`src/rtl/regfile_dbg_port.sv`:
```
// Debug-side initiator for the register file: halts the core, then performs single
// reads, single writes or register dumps through the write port and one read port.
module regfile_dbg_port #(
  parameter int NREGS = 32,
  parameter int AW    = 5,
  parameter int XLEN  = 32
) (
  input  logic            clk,
  input  logic            rst_n,
  input  logic            cmd_valid,
  output logic            cmd_ready,
  input  logic            cmd_write,
  input  logic            cmd_dump,
  input  logic [AW-1:0]   cmd_addr,
  input  logic [XLEN-1:0] cmd_wdata,
  output logic            rsp_valid,
  input  logic            rsp_ready,
  output logic [AW-1:0]   rsp_addr,
  output logic [XLEN-1:0] rsp_data,
  output logic            rsp_last,
  output logic            halt_req,
  input  logic            dbg_halted,
  output logic            rf_we,
  output logic [AW-1:0]   rf_wa,
  output logic [XLEN-1:0] rf_wd,
  output logic [AW-1:0]   rf_ra,
  input  logic [XLEN-1:0] rf_rd
);

  typedef enum logic [2:0] {IDLE, HALT, RD, WR, RESP} state_e;

  localparam logic [AW-1:0] LastAddr = AW'(NREGS - 1);

  state_e            state_q, state_d;
  logic [AW-1:0]     addr_q, addr_d;
  logic [XLEN-1:0]   wdata_q, wdata_d;
  logic              dump_q, dump_d;
  logic              write_q, write_d;
  logic              cmdReady_q, cmdReady_d;
  logic              haltReq_q, haltReq_d;
  logic              rspValid_q, rspValid_d;
  logic [AW-1:0]     rspAddr_q, rspAddr_d;
  logic [XLEN-1:0]   rspData_q, rspData_d;
  logic              rspLast_q, rspLast_d;
  logic              rfWe_q, rfWe_d;
  logic [AW-1:0]     rfWa_q, rfWa_d;
  logic [XLEN-1:0]   rfWd_q, rfWd_d;
  logic [AW-1:0]     rfRa_q, rfRa_d;

  always_ff @(posedge clk or negedge rst_n) begin
    if (!rst_n) begin
      state_q    <= IDLE;
      addr_q     <= '0;
      wdata_q    <= '0;
      dump_q     <= 1'b0;
      write_q    <= 1'b0;
      cmdReady_q <= 1'b1;
      haltReq_q  <= 1'b0;
      rspValid_q <= 1'b0;
      rspAddr_q  <= '0;
      rspData_q  <= '0;
      rspLast_q  <= 1'b0;
      rfWe_q     <= 1'b0;
      rfWa_q     <= '0;
      rfWd_q     <= '0;
      rfRa_q     <= '0;
    end else begin
      state_q    <= state_d;
      addr_q     <= addr_d;
      wdata_q    <= wdata_d;
      dump_q     <= dump_d;
      write_q    <= write_d;
      cmdReady_q <= cmdReady_d;
      haltReq_q  <= haltReq_d;
      rspValid_q <= rspValid_d;
      rspAddr_q  <= rspAddr_d;
      rspData_q  <= rspData_d;
      rspLast_q  <= rspLast_d;
      rfWe_q     <= rfWe_d;
      rfWa_q     <= rfWa_d;
      rfWd_q     <= rfWd_d;
      rfRa_q     <= rfRa_d;
    end
  end

  always_comb begin
    state_d    = state_q;
    addr_d     = addr_q;
    wdata_d    = wdata_q;
    dump_d     = dump_q;
    write_d    = write_q;
    cmdReady_d = cmdReady_q;
    haltReq_d  = haltReq_q;
    rspValid_d = rspValid_q;
    rspAddr_d  = rspAddr_q;
    rspData_d  = rspData_q;
    rspLast_d  = rspLast_q;
    rfWe_d     = rfWe_q;
    rfWa_d     = rfWa_q;
    rfWd_d     = rfWd_q;
    rfRa_d     = rfRa_q;

    unique case (state_q)
      IDLE: begin
        // Dump takes priority over write; cmd_write is meaningless for a dump.
        if (cmd_valid && cmdReady_q) begin
          addr_d     = cmd_addr;
          wdata_d    = cmd_wdata;
          dump_d     = cmd_dump;
          write_d    = !cmd_dump && cmd_write;
          cmdReady_d = 1'b0;
          haltReq_d  = 1'b1;
          state_d    = HALT;
        end
      end
      HALT: begin
        if (dbg_halted) begin
          rfRa_d = addr_q;
          if (write_q) begin
            rfWe_d  = (addr_q != '0);
            rfWa_d  = addr_q;
            rfWd_d  = wdata_q;
            state_d = WR;
          end else begin
            state_d = RD;
          end
        end
      end
      RD: begin
        rspValid_d = 1'b1;
        rspAddr_d  = addr_q;
        rspData_d  = (addr_q == '0) ? '0 : rf_rd;
        rspLast_d  = !dump_q || (addr_q == LastAddr);
        state_d    = RESP;
      end
      WR: begin
        rfWe_d     = 1'b0;
        rspValid_d = 1'b1;
        rspAddr_d  = addr_q;
        rspData_d  = (addr_q == '0) ? '0 : wdata_q;
        rspLast_d  = 1'b1;
        state_d    = RESP;
      end
      RESP: begin
        // A dump keeps the core halted between beats and never wraps past the last register.
        if (rsp_ready) begin
          rspValid_d = 1'b0;
          if (dump_q && (addr_q != LastAddr)) begin
            addr_d  = addr_q + AW'(1);
            rfRa_d  = addr_q + AW'(1);
            state_d = RD;
          end else begin
            haltReq_d  = 1'b0;
            cmdReady_d = 1'b1;
            state_d    = IDLE;
          end
        end
      end
      default: state_d = IDLE;
    endcase
  end

  assign cmd_ready = cmdReady_q;
  assign halt_req  = haltReq_q;
  assign rsp_valid = rspValid_q;
  assign rsp_addr  = rspAddr_q;
  assign rsp_data  = rspData_q;
  assign rsp_last  = rspLast_q;
  assign rf_we     = rfWe_q;
  assign rf_wa     = rfWa_q;
  assign rf_wd     = rfWd_q;
  assign rf_ra     = rfRa_q;

endmodule
```
`config.mk`:
```
export PLATFORM = sky130hd
export DESIGN_NAME = regfile_dbg_port
export DESIGN_NICKNAME = d
export VERILOG_FILES = /design/src/rtl/regfile_dbg_port.sv
export SDC_FILE = /design/constraint.sdc
export NUM_CORES = 1
export LEC_CHECK = 0
export ABC_AREA = 0
export BUFFER_PORTS_ARGS = -buffer_cell sky130_fd_sc_hd__buf_4
export CAP_MARGIN = 20
export CORE_ASPECT_RATIO = 0.75
export CORE_UTILIZATION = 58
export CTS_BUF_LIST = sky130_fd_sc_hd__clkbuf_4 sky130_fd_sc_hd__clkbuf_8
export DETAILED_ROUTE_END_ITERATION = 10
export PLACE_DENSITY = 0.88
export SLEW_MARGIN = 20
export SYNTH_ARGS = -nofsm -noshare
export SYNTH_HDL_FRONTEND = slang
export SYNTH_SLANG_ARGS = --single-unit
```
`constraint.sdc`:
```
create_clock -name clk -period 4.5 [get_ports clk]
set_clock_uncertainty 0.15 [all_clocks]
set_input_delay 0.9 -clock clk [delete_from_list [all_inputs] [get_ports clk]]
set_output_delay 0.9 -clock clk [all_outputs]
set_load 0.01 [all_outputs]
```
Yosys cells after proc, flatten, opt, wreduce, memory -nomap -nowiden --
Index checks and enable logic that the tools add are counted.
Storage, ports and cells: bits in registers 126, word-level logic and storage cells 80, output and inout bits 84, input port bits 76
Cells by class: reduce and logical (&&, ||, !) cells 23, add/sub/neg operators 1, equality and inequality tests 12, multiplexer cells 29
Operators with widths (number):
- $mux 32 | 2
- $pmux 32 s2 | 1
- $mux 5 | 4
- $pmux 5 s2 | 2
- $ne 2x2->1 const B | 6
- $pmux 3 s4 | 1
- $reduce_and 4->1 | 3
- $mux 1 | 10
- $pmux 1 s2 | 5
- $reduce_bool 2->1 | 5
- $mux 3 | 3
- $reduce_and 3->1 | 3
- $eq 3x2->1 const B | 2
- $add 5x1->5 const B | 1
- $eq 5x5->1 const B | 1
- $logic_not 5->1 | 1
- $ne 5x5->1 const B | 1
- $reduce_bool 5->1 | 1
- $reduce_and 2->1 | 2
- $eq 3x1->1 const B | 1
- $eq 3x3->1 const B | 1
- $logic_and 1x1->1 | 3
- $logic_not 3->1 | 1
- $logic_not 1->1 | 2
- other kinds (3) | 3

Longest topological paths before layout --
depth after elaboration 5, mapped depth 8, mapped depth without buffers 7

Least setup slack after synthesis --
Ideal clock, no wire load.
path kind input to register, start point input port dbg_halted, end point register rfWa_q[1] (netlist: rf_wa[1]), stages 4, path buffers 1, arrival 1858 ps, slack 2368 ps, required time 4225 ps, path through nand2_1 nor3_4 buf_6 mux2_2
On the way: cells in the longest elaborated chain, start to end 1
RTL lines:
- start, declared | line 22 | input logic dbg_halted,
- $reduce_and 3->1 (no source line)
- end signal, assigned | line 80 | rfWa_q <= rfWa_d;
- end, declared | line 46 | logic [AW-1:0] rfWa_q, rfWa_d;
No other way between the ends. A chain may end at the register's enable or synchronous reset.

Worst setup path in the final report --
start point register addr_q[1], end point register addr_q[3]
On the way: cells in the longest elaborated chain, start to end 4, elaborated cells between the ends (all ways) 8, classes of those cells add/sub (1); eq/ne (2); mux (3); reduce/logical (2)
RTL lines:
- start, declared | line 35 | logic [AW-1:0] addr_q, addr_d;
- start signal, assigned | line 69 | addr_q <= addr_d;
- $add 5x1->5 or $ne 5x5->1 (tied branches) | line 149, 148
- $mux 5 or $logic_and 1x1->1 (tied branches) | line 148 | if (dump_q && (addr_q != LastAddr)) begin
- $mux 5 or $ne 2x2->1 (tied branches)
- $pmux 5 s2 or $reduce_and 4->1 (tied branches)
Parallel ways exist; a longest one is shown, timed or not. The select of a mux whose other input is x is not followed.

==> metrics.txt <==
# TYPE chip_impl_metric gauge
chip_impl_metric{name="cts-root-to-sink-buffers",unit=""} 2
chip_impl_metric{name="clk_latency",unit="ps"} 430
chip_impl_metric{name="die-area",unit="um2"} 9689
chip_impl_metric{name="drt-pass1-iter-count",unit=""} 4
chip_impl_metric{name="synth.lib_cells_used.distinct",unit=""} 40
chip_impl_metric{name="fin_tns_setup",unit="ps"} 0
chip_impl_metric{name="area_inside_the_core_boundary",unit="um2"} 9046
chip_impl_info{name="run_status",value="finished, final reports clean"} 1
chip_impl_metric{name="synthToLayoutAreaGrowth",unit="%"} 31.31
chip_impl_metric{name="pin_count",unit=""} 160
chip_impl_info{name="crit_type",value="reg2reg"} 1
chip_impl_metric{name="postLayoutCellArea",unit="um2"} 7079
chip_impl_metric{name="internal_power",unit="uW"} 3370
chip_impl_metric{name="grt_first_pass_wirelength",unit="um"} 19940
chip_impl_metric{name="utilization",unit="%"} 78.26
chip_impl_metric{name="comb_power_share",unit="%"} 38.4
chip_impl_metric{name="cts.sinks",unit=""} 126
chip_impl_metric{name="place.port_buffers",unit=""} 159
chip_impl_metric{name="number_of_enable_flip_flop_cells_after_synthesis",unit=""} 0
chip_impl_metric{name="worst_ir_drop_vdd",unit="mV"} 0.4378
chip_impl_metric{name="finalPower",unit="uW"} 5196
chip_impl_metric{name="cp.arrival",unit="ps"} 2910
chip_impl_metric{name="switchingPower",unit="uW"} 1826
chip_impl_info{name="worstSetupStartpointType",value="flop"} 1
chip_impl_metric{name="syn_nets",unit=""} 485
chip_impl_metric{name="yosysWarnings",unit=""} 0
chip_impl_metric{name="initial_core_util",unit="%"} 59.60
chip_impl_metric{name="core.rowCount",unit=""} 30
chip_impl_metric{name="maxClockFrequency",unit="MHz"} 364.0
chip_impl_metric{name="fp.dieH",unit="um"} 85.50
chip_impl_metric{name="min_period_over_period",unit="%"} 61.06
chip_impl_metric{name="netSwitchingFraction",unit="%"} 35.14
chip_impl_metric{name="ff2ff_setup_slack",unit="ps"} 1750
chip_impl_metric{name="final-hold-violation-count",unit=""} 0
chip_impl_info{name="synthDominantAreaCellType",value="dfrtp_1"} 1
chip_impl_info{name="clock_tree_from_tritoncts",value="built"} 1
chip_impl_metric{name="postCtsHoldBufs",unit=""} 0
chip_impl_info{name="synth_ff_type",value="dfrtp_1"} 1
chip_impl_metric{name="drc",unit=""} 0
chip_impl_metric{name="synth_top_area_share",unit="%"} 58.02
chip_impl_metric{name="netlist_area_pre_place",unit="um2"} 5391
chip_impl_metric{name="dpl_wire_length",unit="um"} 8542
chip_impl_metric{name="p_leak",unit="uW"} 0.003408
chip_impl_metric{name="die-width",unit="um"} 113.3
chip_impl_metric{name="power_frac_seq",unit="%"} 41.6
chip_impl_metric{name="post_synth_inst_count",unit=""} 406
chip_impl_metric{name="final-setup-viol-count",unit=""} 0
chip_impl_info{name="min-delay-path-class",value="reg2reg"} 1
chip_impl_metric{name="syn_avg_cell_area",unit="um2"} 13.28
chip_impl_metric{name="maxCapViolCount",unit=""} 0
chip_impl_info{name="synthTopCellsByArea",value="dfrtp_1 (58%), mux2_2 (15%), mux2i_1 (5.9%)"} 1
chip_impl_metric{name="synth-async-reset-ratio",unit="%"} 100.0
chip_impl_metric{name="antenna_found_initial",unit=""} 0
chip_impl_metric{name="synth_sequential_area_ratio",unit="%"} 58.51
chip_impl_metric{name="post_cts_buffers",unit=""} 0
chip_impl_metric{name="route.detailed.vias_per_inst",unit=""} 5.539
chip_impl_metric{name="drive_above_1_share",unit="%"} 48.87
chip_impl_metric{name="clk_transition_reported_paths",unit="ps"} 70
chip_impl_metric{name="ant_nets",unit=""} 0
chip_impl_metric{name="grt_util_all_layers",unit="%"} 27.21
chip_impl_metric{name="route.detailed.wl_per_inst",unit="um"} 17.76
chip_impl_metric{name="globalplace.congestion",unit=""} 0.8540
chip_impl_metric{name="worst-endpoint-required",unit="ps"} 4660
chip_impl_metric{name="clock_tree.htree_level_count",unit=""} 4
chip_impl_metric{name="p_clk_share",unit="%"} 20.0
chip_impl_metric{name="slew-limit-headroom",unit="%"} 37.02
chip_impl_metric{name="final_nets",unit=""} 641
chip_impl_metric{name="postSynthRegisterBits",unit=""} 126
chip_impl_metric{name="antenna_cells",unit=""} 0
chip_impl_metric{name="grt_pass1_vias",unit=""} 3923
chip_impl_metric{name="post_dp_cell_area",unit="um2"} 6640
chip_impl_metric{name="post_cts_resize_count",unit=""} 0
chip_impl_metric{name="worst-path-max-fanout",unit=""} 11
chip_impl_metric{name="via_count",unit=""} 3894
chip_impl_metric{name="max_slew_violation_count",unit=""} 0
chip_impl_metric{name="total_wirelength",unit="um"} 12490
chip_impl_metric{name="drtIter0Drc",unit=""} 296
chip_impl_info{name="clock_tree.root_cell",value="clkbuf_8"} 1
chip_impl_info{name="unrepaired_setup_endpoints_after_global_routing",value="false"} 1
chip_impl_metric{name="cellPowerDensity",unit="nW/um2"} 733.9
chip_impl_metric{name="worstMarginPinSlew",unit="ps"} 944.7
chip_impl_metric{name="tritoncts.num_buffers",unit=""} 17
chip_impl_metric{name="grt_start_max_net_pins",unit=""} 76
chip_impl_metric{name="total_grt_overflow",unit=""} 0
chip_impl_metric{name="period_minus_slack",unit="ps"} 2748
chip_impl_info{name="timing.critical_path.to_type",value="flop"} 1
final timing paths:
check                                           end  cells after the start                      from
max                           addr_q[3]$_DFFE_PN0P_                      7     addr_q[1]$_DFFE_PN0P_
min in group asynchronous     rf_wd[10]$_DFFE_PN0P_                      1                     rst_n
max in group asynchronous     rf_wd[26]$_DFFE_PN0P_                      2                     rst_n
min reg2reg                rsp_data[15]$_DFFE_PN0P_                      2  rsp_data[15]$_DFFE_PN0P_
min                        rsp_data[15]$_DFFE_PN0P_                      2  rsp_data[15]$_DFFE_PN0P_
max reg2reg                   addr_q[3]$_DFFE_PN0P_                      7     addr_q[1]$_DFFE_PN0P_
Yosys cell counts, drive strengths merged, types with 2 or more instances:
cell,count
dfrtp,125
mux2,77
nand2,52
mux2i,32
o31ai,32
buf,18
o21ai,12
clkbuf,9
nor2,6
inv,5
nand3,5
a31oi,3
ha,3
xnor2,3
a21oi,2
and3,2
nand2b,2
nand3b,2
nor3,2
nor3b,2
o211ai,2
through the flow:
step	worst slack, ps	hold WS [ps]	instances
finish	1752	333.6	703
global route	1611	357.2	703
CTS	1734	337.2	703
detailed placement	1761	321.3	671
global placement	1813	310.4	671
floorplan	2368	324.8	406
layout make-up:
class	count	area [um2]
multi-input cells	248	2067
flip-flops and latches	126	3158
clock inverters	12	162.7
repair buffers	164	1244
clock buffers	20	269.0
inverters	5	18.77
fillers	586	1967
well taps	128	160.2
power by group through the flow:
stage                     logic, uW  clock network (uW)  registers, uW
after detailed placement       2000                   0           2170
after CTS                      2010                1060           2150
after global routing           2160                1110           2230
after global placement         1920                   0           2130
final                          2000                1040           2160
after floorplan                1130                   0           2140
critical path: stages, from the launching register on:
cell and delay, ps:
dfrtp_1 420, ha_1 240, and3_1 190, ha_1 200, nand2b_1 210, a221oi_2 720, o21ai_0 210, a22o_1 280
state kept, by name, summed over array words and instances, names as in the netlist, 3 cells and up:
| register | count |
|---|---|
| rsp_addr | 5 |
| wdata_q | 32 |
| rf_wa | 5 |
| addr_q | 5 |
| rsp_data | 32 |
| rf_ra | 5 |
| state_q | 3 |
| rf_wd | 32 |
per-layer routing:
metal  track usage, %  share of wire, %
met1            36.38                44
met4            7.536              0.87
met2            43.73                48
met5                0                 0
met3            8.269               7.0
placed cells by master, fill, tap and decap left out, drive strengths merged:
master	n
a21o	1
a21oi	2
a221oi	1
a22o	1
a22oi	1
a31oi	3
and3	2
and3b	1
buf	164
bufinv	3
clkbuf	20
clkinv	7
clkinvlp	2
dfrtp	125
dfstp	1
ha	3
inv	5
mux2	77
mux2i	32
nand2	52
nand2b	2
nand3	5
nand3b	2
nor2	6
nor3	2
nor3b	2
nor4	1
nor4b	1
o211ai	2
o21ai	12
o2bb2ai	1
o31ai	32
or2	1
xnor2	3
cells by family (layout without fill, tap and decap cells):
kind of cell / count (synthesis) / after routing / synth area share, %
compound gates: 56 / 56 / 7.473
xor+xnor: 3 / 3 / 0.4874
buf+inv: 32 / 201 / 3.458
mux: 109 / 109 / 22.02
flops: 126 / 126 / 58.51
fa+ha+maj: 3 / 3 / 0.6963
simple gates: 77 / 77 / 7.357
No activity file was read; power rests on OpenSTA's default activity.
